--- config.mk ---
export PLATFORM = sky130hd
export DESIGN_NAME = difftest_step_arbiter
export DESIGN_NICKNAME = d
export VERILOG_FILES = /design/src/rtl/difftest_step_arbiter.sv
export SDC_FILE = /design/constraint.sdc
export NUM_CORES = 1
export LEC_CHECK = 0
export ABC_AREA = 0
export CORE_ASPECT_RATIO = 1.25
export CORE_MARGIN = 2
export CORE_UTILIZATION = 35
export CTS_CLUSTER_DIAMETER = 100
export DETAILED_ROUTE_END_ITERATION = 10
export PLACE_DENSITY = 0.57
export SYNTH_ARGS = -nofsm -noshare
export SYNTH_HDL_FRONTEND = slang
export SYNTH_SLANG_ARGS = --single-unit
--- constraint.sdc ---
create_clock -name clock -period 6.79 [get_ports clock]
set_input_delay 0.679 -clock clock [delete_from_list [all_inputs] [get_ports clock]]
set_output_delay 0.679 -clock clock [all_outputs]
set_load 0.05 [all_outputs]
--- src/rtl/difftest_step_arbiter.sv ---
// Serialises per-core difftest step counts onto one checker request/response port,
// keeps a sticky simulation verdict and per-core stuck/overflow monitors.
module difftest_step_arbiter #(
  parameter int NUM_CORES = 2,
  parameter int STEP_W    = 8,
  parameter int CNT_W     = 16,
  parameter int STUCK_W   = 32,
  localparam int CORE_W   = (NUM_CORES > 1) ? $clog2(NUM_CORES) : 1
) (
  input  logic                        clock,
  input  logic                        reset,
  input  logic [NUM_CORES*STEP_W-1:0] core_step,
  input  logic [STUCK_W-1:0]          stuck_limit,
  output logic                        chk_req_valid,
  input  logic                        chk_req_ready,
  output logic [CORE_W-1:0]           chk_req_core,
  output logic [STEP_W-1:0]           chk_req_nstep,
  input  logic                        chk_rsp_valid,
  input  logic [7:0]                  chk_rsp_result,
  output logic [7:0]                  result,
  output logic [NUM_CORES-1:0]        stuck,
  output logic                        overflow,
  output logic                        busy
);

  typedef enum logic [1:0] {
    S_IDLE = 2'd0,
    S_REQ  = 2'd1,
    S_WAIT = 2'd2,
    S_HALT = 2'd3
  } state_e;

  localparam logic [CNT_W-1:0]   CNT_MAX   = {CNT_W{1'b1}};
  localparam logic [CNT_W-1:0]   NSTEP_MAX = CNT_W'({STEP_W{1'b1}});
  localparam logic [STUCK_W-1:0] TIMER_MAX = {STUCK_W{1'b1}};
  localparam logic [7:0]         RES_RUN   = 8'd0;
  localparam logic [7:0]         RES_DONE  = 8'd1;
  localparam logic [7:0]         RES_FAIL  = 8'd2;

  state_e               state_q, state_d;
  logic [CNT_W-1:0]     pending_q [NUM_CORES];
  logic [CNT_W-1:0]     pending_d [NUM_CORES];
  logic [CNT_W:0]       sum_s     [NUM_CORES];
  logic [CNT_W-1:0]     sub_s     [NUM_CORES];
  logic [STUCK_W-1:0]   timer_q   [NUM_CORES];
  logic [STUCK_W-1:0]   timer_d   [NUM_CORES];
  logic [CORE_W-1:0]    rr_q, rr_d;
  logic [CORE_W-1:0]    req_core_q, req_core_d;
  logic [STEP_W-1:0]    req_nstep_q, req_nstep_d;
  logic                 req_valid_q, req_valid_d;
  logic                 busy_q, busy_d;
  logic [7:0]           result_q, result_d;
  logic [NUM_CORES-1:0] stuck_q, stuck_d;
  logic                 overflow_q, overflow_d;

  logic                 grant_vld_s;
  logic [CORE_W-1:0]    grant_core_s;
  logic [CORE_W-1:0]    cand_s;
  logic [CNT_W-1:0]     grant_amt_s;
  logic                 do_grant_s;
  logic                 ovf_evt_s;
  logic [7:0]           verdict_s;

  // Round-robin pick: scan from the highest offset down so the nearest non-empty core wins.
  always_comb begin
    grant_vld_s  = 1'b0;
    grant_core_s = '0;
    cand_s       = '0;
    for (int k = NUM_CORES - 1; k >= 0; k--) begin
      cand_s = CORE_W'((int'(rr_q) + k) % NUM_CORES);
      if (pending_q[cand_s] != '0) begin
        grant_vld_s  = 1'b1;
        grant_core_s = cand_s;
      end else begin
        grant_vld_s  = grant_vld_s;
      end
    end
    if (pending_q[grant_core_s] > NSTEP_MAX) begin
      grant_amt_s = NSTEP_MAX;
    end else begin
      grant_amt_s = pending_q[grant_core_s];
    end
    do_grant_s = (state_q == S_IDLE) && (result_q == RES_RUN) && grant_vld_s;
  end

  // Pending-step accumulators: subtract the grant, add new steps, saturate at CNT_MAX.
  always_comb begin
    ovf_evt_s = 1'b0;
    for (int i = 0; i < NUM_CORES; i++) begin
      if (do_grant_s && (grant_core_s == CORE_W'(i))) begin
        sub_s[i] = pending_q[i] - grant_amt_s;
      end else begin
        sub_s[i] = pending_q[i];
      end
      sum_s[i] = {1'b0, sub_s[i]} + (CNT_W + 1)'(core_step[i*STEP_W +: STEP_W]);
      if (sum_s[i] > {1'b0, CNT_MAX}) begin
        pending_d[i] = CNT_MAX;
        ovf_evt_s    = 1'b1;
      end else begin
        pending_d[i] = sum_s[i][CNT_W-1:0];
      end
    end
  end

  // Stuck timers and sticky stuck flags, evaluated on the timer's next value.
  always_comb begin
    for (int i = 0; i < NUM_CORES; i++) begin
      if (core_step[i*STEP_W +: STEP_W] != '0) begin
        timer_d[i] = '0;
      end else if (timer_q[i] == TIMER_MAX) begin
        timer_d[i] = TIMER_MAX;
      end else begin
        timer_d[i] = timer_q[i] + {{(STUCK_W-1){1'b0}}, 1'b1};
      end
      stuck_d[i] = stuck_q[i] | ((stuck_limit != '0) && (timer_d[i] >= stuck_limit));
    end
  end

  // Request FSM next state, request fields and verdict.
  always_comb begin
    state_d     = state_q;
    rr_d        = rr_q;
    req_core_d  = req_core_q;
    req_nstep_d = req_nstep_q;
    verdict_s   = RES_RUN;
    case (state_q)
      S_IDLE: begin
        if (do_grant_s) begin
          req_core_d  = grant_core_s;
          req_nstep_d = grant_amt_s[STEP_W-1:0];
          rr_d        = (grant_core_s == CORE_W'(NUM_CORES - 1)) ? '0 : grant_core_s + 1'b1;
          state_d     = S_REQ;
        end else begin
          state_d = S_IDLE;
        end
      end
      S_REQ: begin
        if (chk_req_ready) begin
          state_d = S_WAIT;
        end else begin
          state_d = S_REQ;
        end
      end
      S_WAIT: begin
        if (!chk_rsp_valid) begin
          state_d = S_WAIT;
        end else if (chk_rsp_result == RES_RUN) begin
          state_d = S_IDLE;
        end else if (chk_rsp_result == RES_DONE) begin
          state_d   = S_HALT;
          verdict_s = RES_DONE;
        end else begin
          state_d   = S_HALT;
          verdict_s = RES_FAIL;
        end
      end
      S_HALT: begin
        state_d = S_HALT;
      end
      default: begin
        state_d = S_IDLE;
      end
    endcase

    // FAIL is terminal; a DONE can only land on a still-running verdict.
    if (result_q == RES_FAIL) begin
      result_d = RES_FAIL;
    end else if (ovf_evt_s || (verdict_s == RES_FAIL)) begin
      result_d = RES_FAIL;
    end else if (verdict_s == RES_DONE) begin
      result_d = RES_DONE;
    end else begin
      result_d = result_q;
    end

    overflow_d  = overflow_q | ovf_evt_s;
    req_valid_d = (state_d == S_REQ);
    busy_d      = (state_d == S_REQ) || (state_d == S_WAIT);
  end

  // State and output registers with synchronous active-low reset.
  always_ff @(posedge clock) begin
    if (!reset) begin
      state_q     <= S_IDLE;
      rr_q        <= '0;
      req_core_q  <= '0;
      req_nstep_q <= '0;
      req_valid_q <= 1'b0;
      busy_q      <= 1'b0;
      result_q    <= RES_RUN;
      stuck_q     <= '0;
      overflow_q  <= 1'b0;
      for (int i = 0; i < NUM_CORES; i++) begin
        pending_q[i] <= '0;
        timer_q[i]   <= '0;
      end
    end else begin
      state_q     <= state_d;
      rr_q        <= rr_d;
      req_core_q  <= req_core_d;
      req_nstep_q <= req_nstep_d;
      req_valid_q <= req_valid_d;
      busy_q      <= busy_d;
      result_q    <= result_d;
      stuck_q     <= stuck_d;
      overflow_q  <= overflow_d;
      for (int i = 0; i < NUM_CORES; i++) begin
        pending_q[i] <= pending_d[i];
        timer_q[i]   <= timer_d[i];
      end
    end
  end

  assign chk_req_valid = req_valid_q;
  assign chk_req_core  = req_core_q;
  assign chk_req_nstep = req_nstep_q;
  assign result        = result_q;
  assign stuck         = stuck_q;
  assign overflow      = overflow_q;
  assign busy          = busy_q;

endmodule

==> results of run 1 <==
[how the worst max path moves through the flow]
| stage | end | slack (ps) | cells after the start |
|---|---|---|---|
| after CTS | result[1] | 670 | 23 |
| after global routing | result[1] | 60 | 24 |
| after floorplan | pending_q[0][10] | 1530 | 26 |
| after global placement | result[1] | 850 | 23 |
| final | result[1] | 600 | 23 |
| after detailed placement | result[1] | 730 | 23 |
[layer usage]
metal	routed length [um]	global-route usage, %	part of all wire, %	vias up
li1	-	-	-	4989
met4	881	7.17	2.9	0
met1	13100	23.7	43	4686
met2	15800	37.4	52	200
met5	0	0	0	-
met3	954	2.53	3.1	46
[Yosys cell counts, types with 27 or more instances]
master    number  area share, %
ha_1         103             13
clkbuf_1      50            1.8
nand3_1       52            2.5
nor4_1        27            1.6
nand4_1       29            1.8
a21o_1        40            2.9
xor2_1        42            3.6
a21oi_1      153            7.5
o21ai_0       46            2.2
xnor2_1       56            4.8
nand2b_1      27            1.6
nor3_1        46            2.2
dfxtp_1      116             23
nor2_1        75            2.7
and2_1        67            4.1
nand2_1      105            3.8
inv_1         64            2.3
[power by group through the flow]
stage | sequential [uW] | combinational [uW] | clock (uW)
floorplan | 970 | 2460 | 0
global placement | 974 | 3300 | 0
detailed placement | 976 | 3300 | 0
CTS | 962 | 3330 | 919
global route | 982 | 3690 | 949
finish | 964 | 3350 | 899
[metrics by stage]
stage	setup WS (ps)	instance area (um2)	total power, uW	util, %	hold WS (ps)
after floorplan	1530	10300	3430	-	521
after global placement	849	11400	4280	39.3	472
after detailed placement	731	11400	4280	39.3	472
after CTS	670	12000	5210	41.3	485
after global routing	60.4	12000	5620	41.3	511
final	604	12000	5210	41.3	477
[flip-flops by register name, indices dropped and copies added (netlist names), named ones only]
name	cells
timer_q	64
pending_q	32
chk_req_nstep	8
result	2
state_q	2
stuck	2
busy	1
chk_req_core	1
chk_req_valid	1
overflow	1
rr_q	1
[worst register-to-register path, stage by stage (launching register included)]
cell	delay, ps
dfxtp_1	410
or4_1	630
o31a_1	320
or3_1	500
nand2_2	340
nand2_1	190
ha_1	250
inv_1	60
ha_1	220
a21oi_1	70
o32a_1	390
nor2_1	170
xnor2_1	130
nand2_1	80
xnor2_1	160
ha_1	330
a21oi_1	80
o21bai_1	210
nand3_1	100
nand2_1	140
o31a_1	270
nand3_1	140
or3_1	610
a41oi_1	280
[cells by family (layout without fill, tap and decap cells)]
| logic type | after synthesis | in the layout | share of synthesized area [%] |
|---|---|---|---|
| mux | 11 | 11 | 1.08 |
| flops | 116 | 116 | 22.6 |
| simple gates | 508 | 508 | 25.8 |
| buf+inv | 133 | 191 | 5.39 |
| other cells | 2 | 20 | 0.0731 |
| xor+xnor | 98 | 98 | 8.35 |
| compound gates | 370 | 370 | 23.6 |
| fa+ha+maj | 107 | 107 | 13.1 |
[layout make-up]
class / instances / area (um2) / share of cell area [%]
clock inverters: 12 / 133 / 1.10
well taps: 396 / 495 / 4.13
inverters: 64 / 240 / 2.00
repair buffers: 96 / 903 / 7.52
multi-input cells: 1114 / 7470 / 62.2
flip-flops and latches: 116 / 2320 / 19.3
clock buffers: 19 / 443 / 3.69
==> results_dict.tcl, run 1 <==
set metrics [dict create \
    critical_path.reg2reg.startpoint "pending_q[0][1]" \
    synthFlopType "dfxtp_1" \
    critPathBufInv 1 \
    synthArstFlopShare_pct 0 \
    antenna_found_initial 0 \
    htree_num_levels 4 \
    critPathCaptureType "flop" \
    clk_latency_ps 420 \
    regToRegEndpoint "result[1]" \
    finalNetCount 1574 \
    dp_cells 1786 \
    max_cap_violations 0 \
    critPathLaunchType "flop" \
    hold_viol 0 \
    rr_worst_depth 23 \
    die_area_um2 30800 \
    cts-root-buf "clkbuf_16" \
    ys_warn_count 0 \
    grt_start_max_net_pins 73 \
    ios 82 \
    ctsResizeCount 0 \
    drt-total-wl_mm 30.8 \
    crit_fanout 16 \
    crit_family "simple AND/OR/NAND/NOR gates" \
    port_buffers 75 \
    cts.path.max_buffers 2 \
    synth-edff-count 0 \
    hp-start "overflow" \
    rows 70 \
    layout_commonest_cell "a21oi_1" \
    viasPerCell 5.46 \
    yosysSeqAreaShare_pct 22.6 \
    critPathLaunch "pending_q[0][1]" \
    clk_pin_slew_worst_paths_ps 60 \
    slowest_stage "or4_1" \
    drt_pass1_iterations 5 \
    p_per_area_nw_per_um2 434 \
    switchingPower_uw 2580 \
    postRouteAntennaNets 0 \
    synth-seq-cells 116 \
    die_width_um 157 \
    grt-ovfl-total 0 \
    grt_use_total_pct 20.2 \
    worst_pin_slew_ps 914 \
    rrSetupSlack_ps 600 \
    areaGrowthSynthToFinish_pct 16.9 \
    fin_crit_sh_pct 91.1 \
    detail_route.wl_per_cell_um 16.9 \
    timing.final.crit_period_ps 6190 \
    cp_cell_sequence "or4_1 -> o31a_1 -> or3_1 -> nand2_2 -> nand2_1 -> ha_1 -> inv_1 -> ha_1 -> a21oi_1 -> o32a_1 -> nor2_1 -> xnor2_1 -> nand2_1 -> xnor2_1 -> ha_1 -> a21oi_1 -> o21bai_1 -> nand3_1 -> nand2_1 -> o31a_1 -> nand3_1 -> or3_1 -> a41oi_1" \
    synth.distinct_cells 78 \
    comb_power_share_pct 64.3 \
    vdd_ir_drop_max_mv 0.233 \
    clock-skew-final_ps 15.6 \
    seqPwrFrac_pct 18.5 \
    netlist_instances 1345 \
    cts_made_buffers 17 \
    slew_headroom_pct 38.5 \
    slew_violations 0 \
    vias 9921 \
    tns_ps 0 \
    setup_viol 0 \
    required_ps 7130 \
    worstSetupPathType "flop to flop" \
    core_um2 29100 \
    drc 0 \
    syn_area_per_cell_um2 7.64 \
    hp-class "flop to flop" \
    final_cell_mix "a21oi_1, dfxtp_1, nand2_1" \
    clock_power_share_pct 17.3 \
    die_h_um 196 \
    layout.cells.non_filler 1817 \
    hpwl_mm 24.1 \
    holdBufCountCts 0 \
    p_leak_uw 0.00496 \
    grt_pass1_wl_mm 49.6 \
    gp_congestion 0.924 \
    drtIter0Drc 527 \
    min_to "overflow" \
    nFillCells 3034 \
    drive_gt1_share_pct 5.14 \
    max_stage_delay_ps 630 \
    internal_power_uw 2630 \
    swShare_pct 49.6 \
    status "finished clean" \
    grt_pass1_vias 9779 \
    hold_depth 1 \
    antenna_cells 0 \
    clock.fmax_mhz 162 \
    cp.arrival_ps 6520 \
    post_cts_buffers 0 \
    cts_tree "built" \
    synth_area_um2 10300 \
    initial_utilization_pct 35.3 \
    grt_setup_unrepaired "no" \
    cts_num_sinks 116 \
]
No activity file was read; power rests on OpenSTA's default activity.
==> run 2: changes to the inputs <==
--- a/config.mk
+++ b/config.mk
@@ -6,12 +6,13 @@
 export NUM_CORES = 1
 export LEC_CHECK = 0
 export ABC_AREA = 0
+export ABC_CLOCK_PERIOD_IN_PS = 6790
 export CORE_ASPECT_RATIO = 1.25
 export CORE_MARGIN = 2
-export CORE_UTILIZATION = 35
+export CORE_UTILIZATION = 40
 export CTS_CLUSTER_DIAMETER = 100
 export DETAILED_ROUTE_END_ITERATION = 10
-export PLACE_DENSITY = 0.57
+export PLACE_DENSITY = 0.62
 export SYNTH_ARGS = -nofsm -noshare
 export SYNTH_HDL_FRONTEND = slang
 export SYNTH_SLANG_ARGS = --single-unit
==> results_dict.tcl, run 2 (synthesis results as in run 1) <==
set metrics [dict create \
    vdd_ir_drop_max_mv 0.235 \
    antenna_cells 0 \
    grt_pass1_wl_mm 49.0 \
    detail_route.wl_per_cell_um 17.1 \
    initial_utilization_pct 40.6 \
    drc 0 \
    largest_reg_flops 64 \
    layout.cells.non_filler 1756 \
    drt-total-wl_mm 30.0 \
    crit_family "simple AND/OR/NAND/NOR gates" \
    critPathCaptureType "flop" \
    top_register "timer_q" \
    areaGrowthSynthToFinish_pct 16.7 \
    viasPerCell 5.62 \
    clock-skew-final_ps 9.68 \
    grt_start_max_net_pins 73 \
    layout_commonest_cell "a21oi_1" \
    setup_viol 0 \
    grt_pass1_vias 9781 \
    postRouteAntennaNets 0 \
    antenna_found_initial 0 \
    cp-endpoint "result[1]" \
    rows 65 \
    dpl_cell_area_um2 11400 \
    holdBufCountCts 0 \
    status "finished clean" \
    timing.final.crit_period_ps 6180 \
    finalNetCount 1573 \
    clock.fmax_mhz 162 \
    design_area_um2 12000 \
    cts.path.max_buffers 2 \
    critical_path.reg2reg.startpoint "pending_q[0][1]" \
    cts-root-buf "clkbuf_16" \
    die_width_um 147 \
    p_leak_uw 0.00499 \
    grt_setup_unrepaired "no" \
    critPathLaunchType "flop" \
    cp.arrival_ps 6540 \
    post_cts_buffers 0 \
    hpwl_mm 23.3 \
    gp_congestion 0.920 \
    final_cell_mix "a21oi_1, dfxtp_1, nand2_1" \
    max_cap_violations 0 \
    ios 82 \
    hold_viol 0 \
    cts_num_sinks 116 \
    grt-ovfl-total 0 \
    port_buffers 75 \
    grt_use_total_pct 22.5 \
    vias 9876 \
    nFillCells 2513 \
    rrSetupSlack_ps 610 \
    slew_violations 0 \
    required_ps 7140 \
    critPathLaunch "pending_q[0][1]" \
    drtIter0Drc 638 \
    max_stage_delay_ps 640 \
    cp_cell_sequence "or4_1 -> o31a_1 -> or3_1 -> nand2_2 -> nand2_1 -> o22a_1 -> ha_1 -> a31oi_1 -> o21ai_0 -> a21oi_1 -> a21oi_1 -> and3_1 -> o21ai_0 -> xnor2_1 -> ha_1 -> a21oi_1 -> o21bai_1 -> a31oi_1 -> inv_1 -> nand3_1 -> nor3_1 -> nand2_1 -> a41oi_1" \
    slowest_stage "or4_1" \
    p_per_area_nw_per_um2 443 \
    critPathMostFrequentCell "a21oi_1" \
    path_depth 23 \
    rr_worst_depth 23 \
    ctsResizeCount 0 \
    drt_pass1_iterations 5 \
    clk_latency_ps 430 \
    dp_cells 1724 \
    die_area_um2 27000 \
    slew_headroom_pct 36.5 \
    cts_made_buffers 17 \
    crit_fanout 16 \
    core_um2 25300 \
    htree_num_levels 4 \
    hold_depth 2 \
    regToRegEndpoint "result[1]" \
    die_h_um 183 \
    clk_pin_slew_worst_paths_ps 60 \
    drive_gt1_share_pct 5.21 \
    cts_tree "built" \
    critPathBufInv 1 \
    worstSetupPathType "flop to flop" \
    fin_crit_sh_pct 91.1 \
    worst_pin_slew_ps 944 \
    tns_ps 0 \
    whs_ps 474 \
    hp-class "flop to flop" \
]
-- run 2: tightest hold or removal path, stage by stage (launching register included) --
cell and delay, ps:
dfxtp_1 310, nand2b_1 60, a21oi_1 60
-- run 2: per-layer routing --
metal / track usage, % / share of wire [%]
met5: 0 / 0
met1: 26.3 / 43
met2: 41.0 / 50
met3: 3.11 / 3.3
met4: 9.58 / 3.4
-- run 2: final cells by class --
cell class	instances	area [um2]	share of cell area (%)
sequential	116	2320	19.4
timing repair buffer	95	896	7.47
inverter	64	240	2.00
multi-input combinational	1114	7470	62.3
tap	335	419	3.50
clock buffer	18	439	3.66
clock inverter	14	201	1.68
-- run 2: how the worst min path moves through the flow --
stage / startpoint / to
floorplan: timer_q[0][26] / timer_q[0][26]
global placement: chk_req_core / chk_req_core
detailed placement: chk_req_core / chk_req_core
CTS: chk_req_core / chk_req_core
global route: chk_req_core / chk_req_core
finish: chk_req_core / chk_req_core
-- run 2: stage by stage --
stage	power (uW)	setup slack, ps	util, %
2_1_floorplan	3430	1530	-
3_3_place_gp	4270	871	44.9
3_5_place_dp	4270	715	44.9
4_1_cts	5310	666	47.4
5_1_grt	5730	55.2	47.4
6_report	5310	606	47.4
-- run 2: power by group --
group	leakage (uW)	total [uW]	internal, uW	switching (uW)
sequential	0.000945	974	797	177
clock	0.000307	1000	629	373
combinational	0.00374	3340	1290	2050
==> run 3: changes to the inputs <==
--- a/config.mk
+++ b/config.mk
@@ -5,7 +5,7 @@
 export SDC_FILE = /design/constraint.sdc
 export NUM_CORES = 1
 export LEC_CHECK = 0
-export ABC_AREA = 0
+export ABC_AREA = 1
 export ABC_CLOCK_PERIOD_IN_PS = 6790
 export CORE_ASPECT_RATIO = 1.25
 export CORE_MARGIN = 2
==> results_dict.tcl, run 3 <==
set metrics [dict create \
    ys_warn_count 0 \
    fin_crit_sh_pct 74.6 \
    slowest_stage "ha_1" \
    p_per_area_nw_per_um2 357 \
    drt-total-wl_mm 29.0 \
    vias 10300 \
    areaGrowthSynthToFinish_pct 16.4 \
    clk_latency_ps 440 \
    p_leak_uw 0.00589 \
    hold_viol 0 \
    synth_common_cells "nand2_1, inv_1, nor2_1, dfxtp_1, ha_1" \
    port_buffers 75 \
    drtIter0Drc 525 \
    seqPwrFrac_pct 20.3 \
    max_stage_delay_ps 360 \
    yosysTopAreaCell "dfxtp_1" \
    grt_setup_unrepaired "no" \
    cts.path.max_buffers 2 \
    critical_path.reg2reg.startpoint "pending_q[1][12]" \
    switchingPower_uw 2090 \
    vdd_ir_drop_max_mv 0.248 \
    swShare_pct 48.1 \
    clk_pin_slew_worst_paths_ps 50 \
    max_cap_violations 0 \
    rows 66 \
    initial_utilization_pct 40.4 \
    clock-skew-final_ps 11.4 \
    hp-class "flop to flop" \
    yosysSeqAreaShare_pct 22.3 \
    ctsResizeCount 0 \
    slew_headroom_pct 48.4 \
    ios 82 \
    cts_tree "built" \
    htree_num_levels 4 \
    synth.distinct_cells 53 \
    die_area_um2 27400 \
    gp_congestion 0.961 \
    synthArstFlopShare_pct 0 \
    die_width_um 148 \
    rrSetupSlack_ps 1730 \
    finalNetCount 1823 \
    synth_top_area_share_pct 22.3 \
    largest_reg_flops 64 \
    hold_depth 2 \
    hpwl_mm 23.1 \
    antenna_found_initial 0 \
    cts-root-buf "clkbuf_16" \
    grt_use_total_pct 21.9 \
    yosys-top-cells-area "dfxtp_1, ha_1, nand2_1" \
    core_um2 25800 \
    viasPerCell 5.12 \
    internal_power_uw 2250 \
    drive_gt1_share_pct 8.92 \
    drt_pass1_iterations 5 \
    slew_violations 0 \
    synth-edff-count 0 \
    synth_most_common_cell "nand2_1" \
    final_cell_mix "nand2_1, inv_1, nor2_1" \
    die_h_um 185 \
    crit_fanout 27 \
    whs_ps 472 \
    top_register "timer_q" \
    post_cts_buffers 0 \
    rr_worst_depth 34 \
    antenna_cells 0 \
    clock_power_share_pct 22.2 \
    synth-seq-cells 116 \
    regToRegEndpoint "overflow" \
    synthFlopType "dfxtp_1" \
    status "finished clean" \
    min_to "overflow" \
    tns_ps 0 \
    drc 0 \
    cts_made_buffers 17 \
    cp.arrival_ps 5440 \
    critPathMostFrequentCell "nand2_1" \
    critPathCaptureType "flop" \
    timing.final.crit_period_ps 5060 \
    cts_num_sinks 116 \
    worst_pin_slew_ps 774 \
    required_ps 7160 \
    detail_route.wl_per_cell_um 14.4 \
    grt-ovfl-total 0 \
    synth_area_um2 10400 \
    worstSetupPathType "flop to flop" \
    holdBufCountCts 0 \
    hp-start "overflow" \
    grt_pass1_vias 10300 \
    setup_viol 0 \
    clock.fmax_mhz 197 \
    syn_area_per_cell_um2 6.61 \
    critPathLaunchType "flop" \
    postRouteAntennaNets 0 \
    grt_start_max_net_pins 60 \
    netlist_instances 1578 \
    comb_power_share_pct 57.5 \
    grt_pass1_wl_mm 48.3 \
    layout_commonest_cell "nand2_1" \
]
[run 3: metrics by stage]
stage / total power (uW) / area (um2) / setup slack [ps] / cells / util [%]
after floorplan: 2800 / 10500 / 2520 / 1596 / -
after global placement: 3350 / 11500 / 1890 / 1979 / 44.6
after detailed placement: 3350 / 11500 / 1780 / 1979 / 44.6
after CTS: 4340 / 12100 / 1760 / 2011 / 47.0
after global routing: 4690 / 12100 / 1250 / 2011 / 47.0
final: 4340 / 12100 / 1730 / 2011 / 47.0
[run 3: worst max path at each step]
stage                           startpoint                to  slack, ps
after CTS                 pending_q[1][12]          overflow       1760
final                     pending_q[1][12]          overflow       1730
after detailed placement  pending_q[1][12]          overflow       1780
after floorplan           pending_q[1][15]  pending_q[1][10]       2520
after global routing       pending_q[0][5]  pending_q[0][15]       1250
after global placement    pending_q[1][15]          overflow       1890
[run 3: metal layers]
metal / GRT usage (%) / part of all wire (%) / up-vias / wire [um]
met5: 0 / 0 / - / 0
met4: 10.2 / 3.9 / 0 / 1120
met3: 3.00 / 4.0 / 73 / 1150
met2: 40.8 / 50 / 228 / 14500
met1: 24.6 / 42 / 4694 / 12200
li1: - / - / 5295 / -
[run 3: kinds of logic (layout without fill, tap and decap cells)]
logic type / after synthesis / count (layout) / share of synthesized area, %
and+or+nand+nor: 749 / 749 / 33.8
buffers and inverters: 276 / 351 / 10.6
AOI/OAI and AO/OA: 247 / 247 / 13.5
DFF: 116 / 116 / 22.3
adders and majority gates: 105 / 105 / 12.7
xor gates and xnor gates: 83 / 83 / 7.04
other: 2 / 20 / 0.0720
[run 3: worst max-delay path: cells and delay by family, from the launching register on]
family / cells / cell delay, ps
adder cells (fa/ha/maj): 3 / 740
buffers and inverters: 5 / 410
AO/OA/AOI/OAI: 6 / 1030
AND/OR/NAND/NOR: 19 / 2290
XOR/XNOR: 1 / 200
flip-flops: 1 / 330
[run 3: layout make-up]
cell class | instances | area, um2
inverter | 236 | 887
timing repair buffer | 83 | 811
multi-input combinational | 1204 | 7070
tap | 340 | 425
sequential | 116 | 2320
fill | 2668 | 13700
clock inverter | 12 | 181
clock buffer | 20 | 437
[run 3: power by group through the flow]
stage / combinational, uW / clock (uW) / sequential (uW)
floorplan: 1850 / 0 / 951
global placement: 2450 / 0 / 895
detailed placement: 2460 / 0 / 895
CTS: 2480 / 976 / 881
global route: 2780 / 1010 / 897
finish: 2490 / 962 / 883
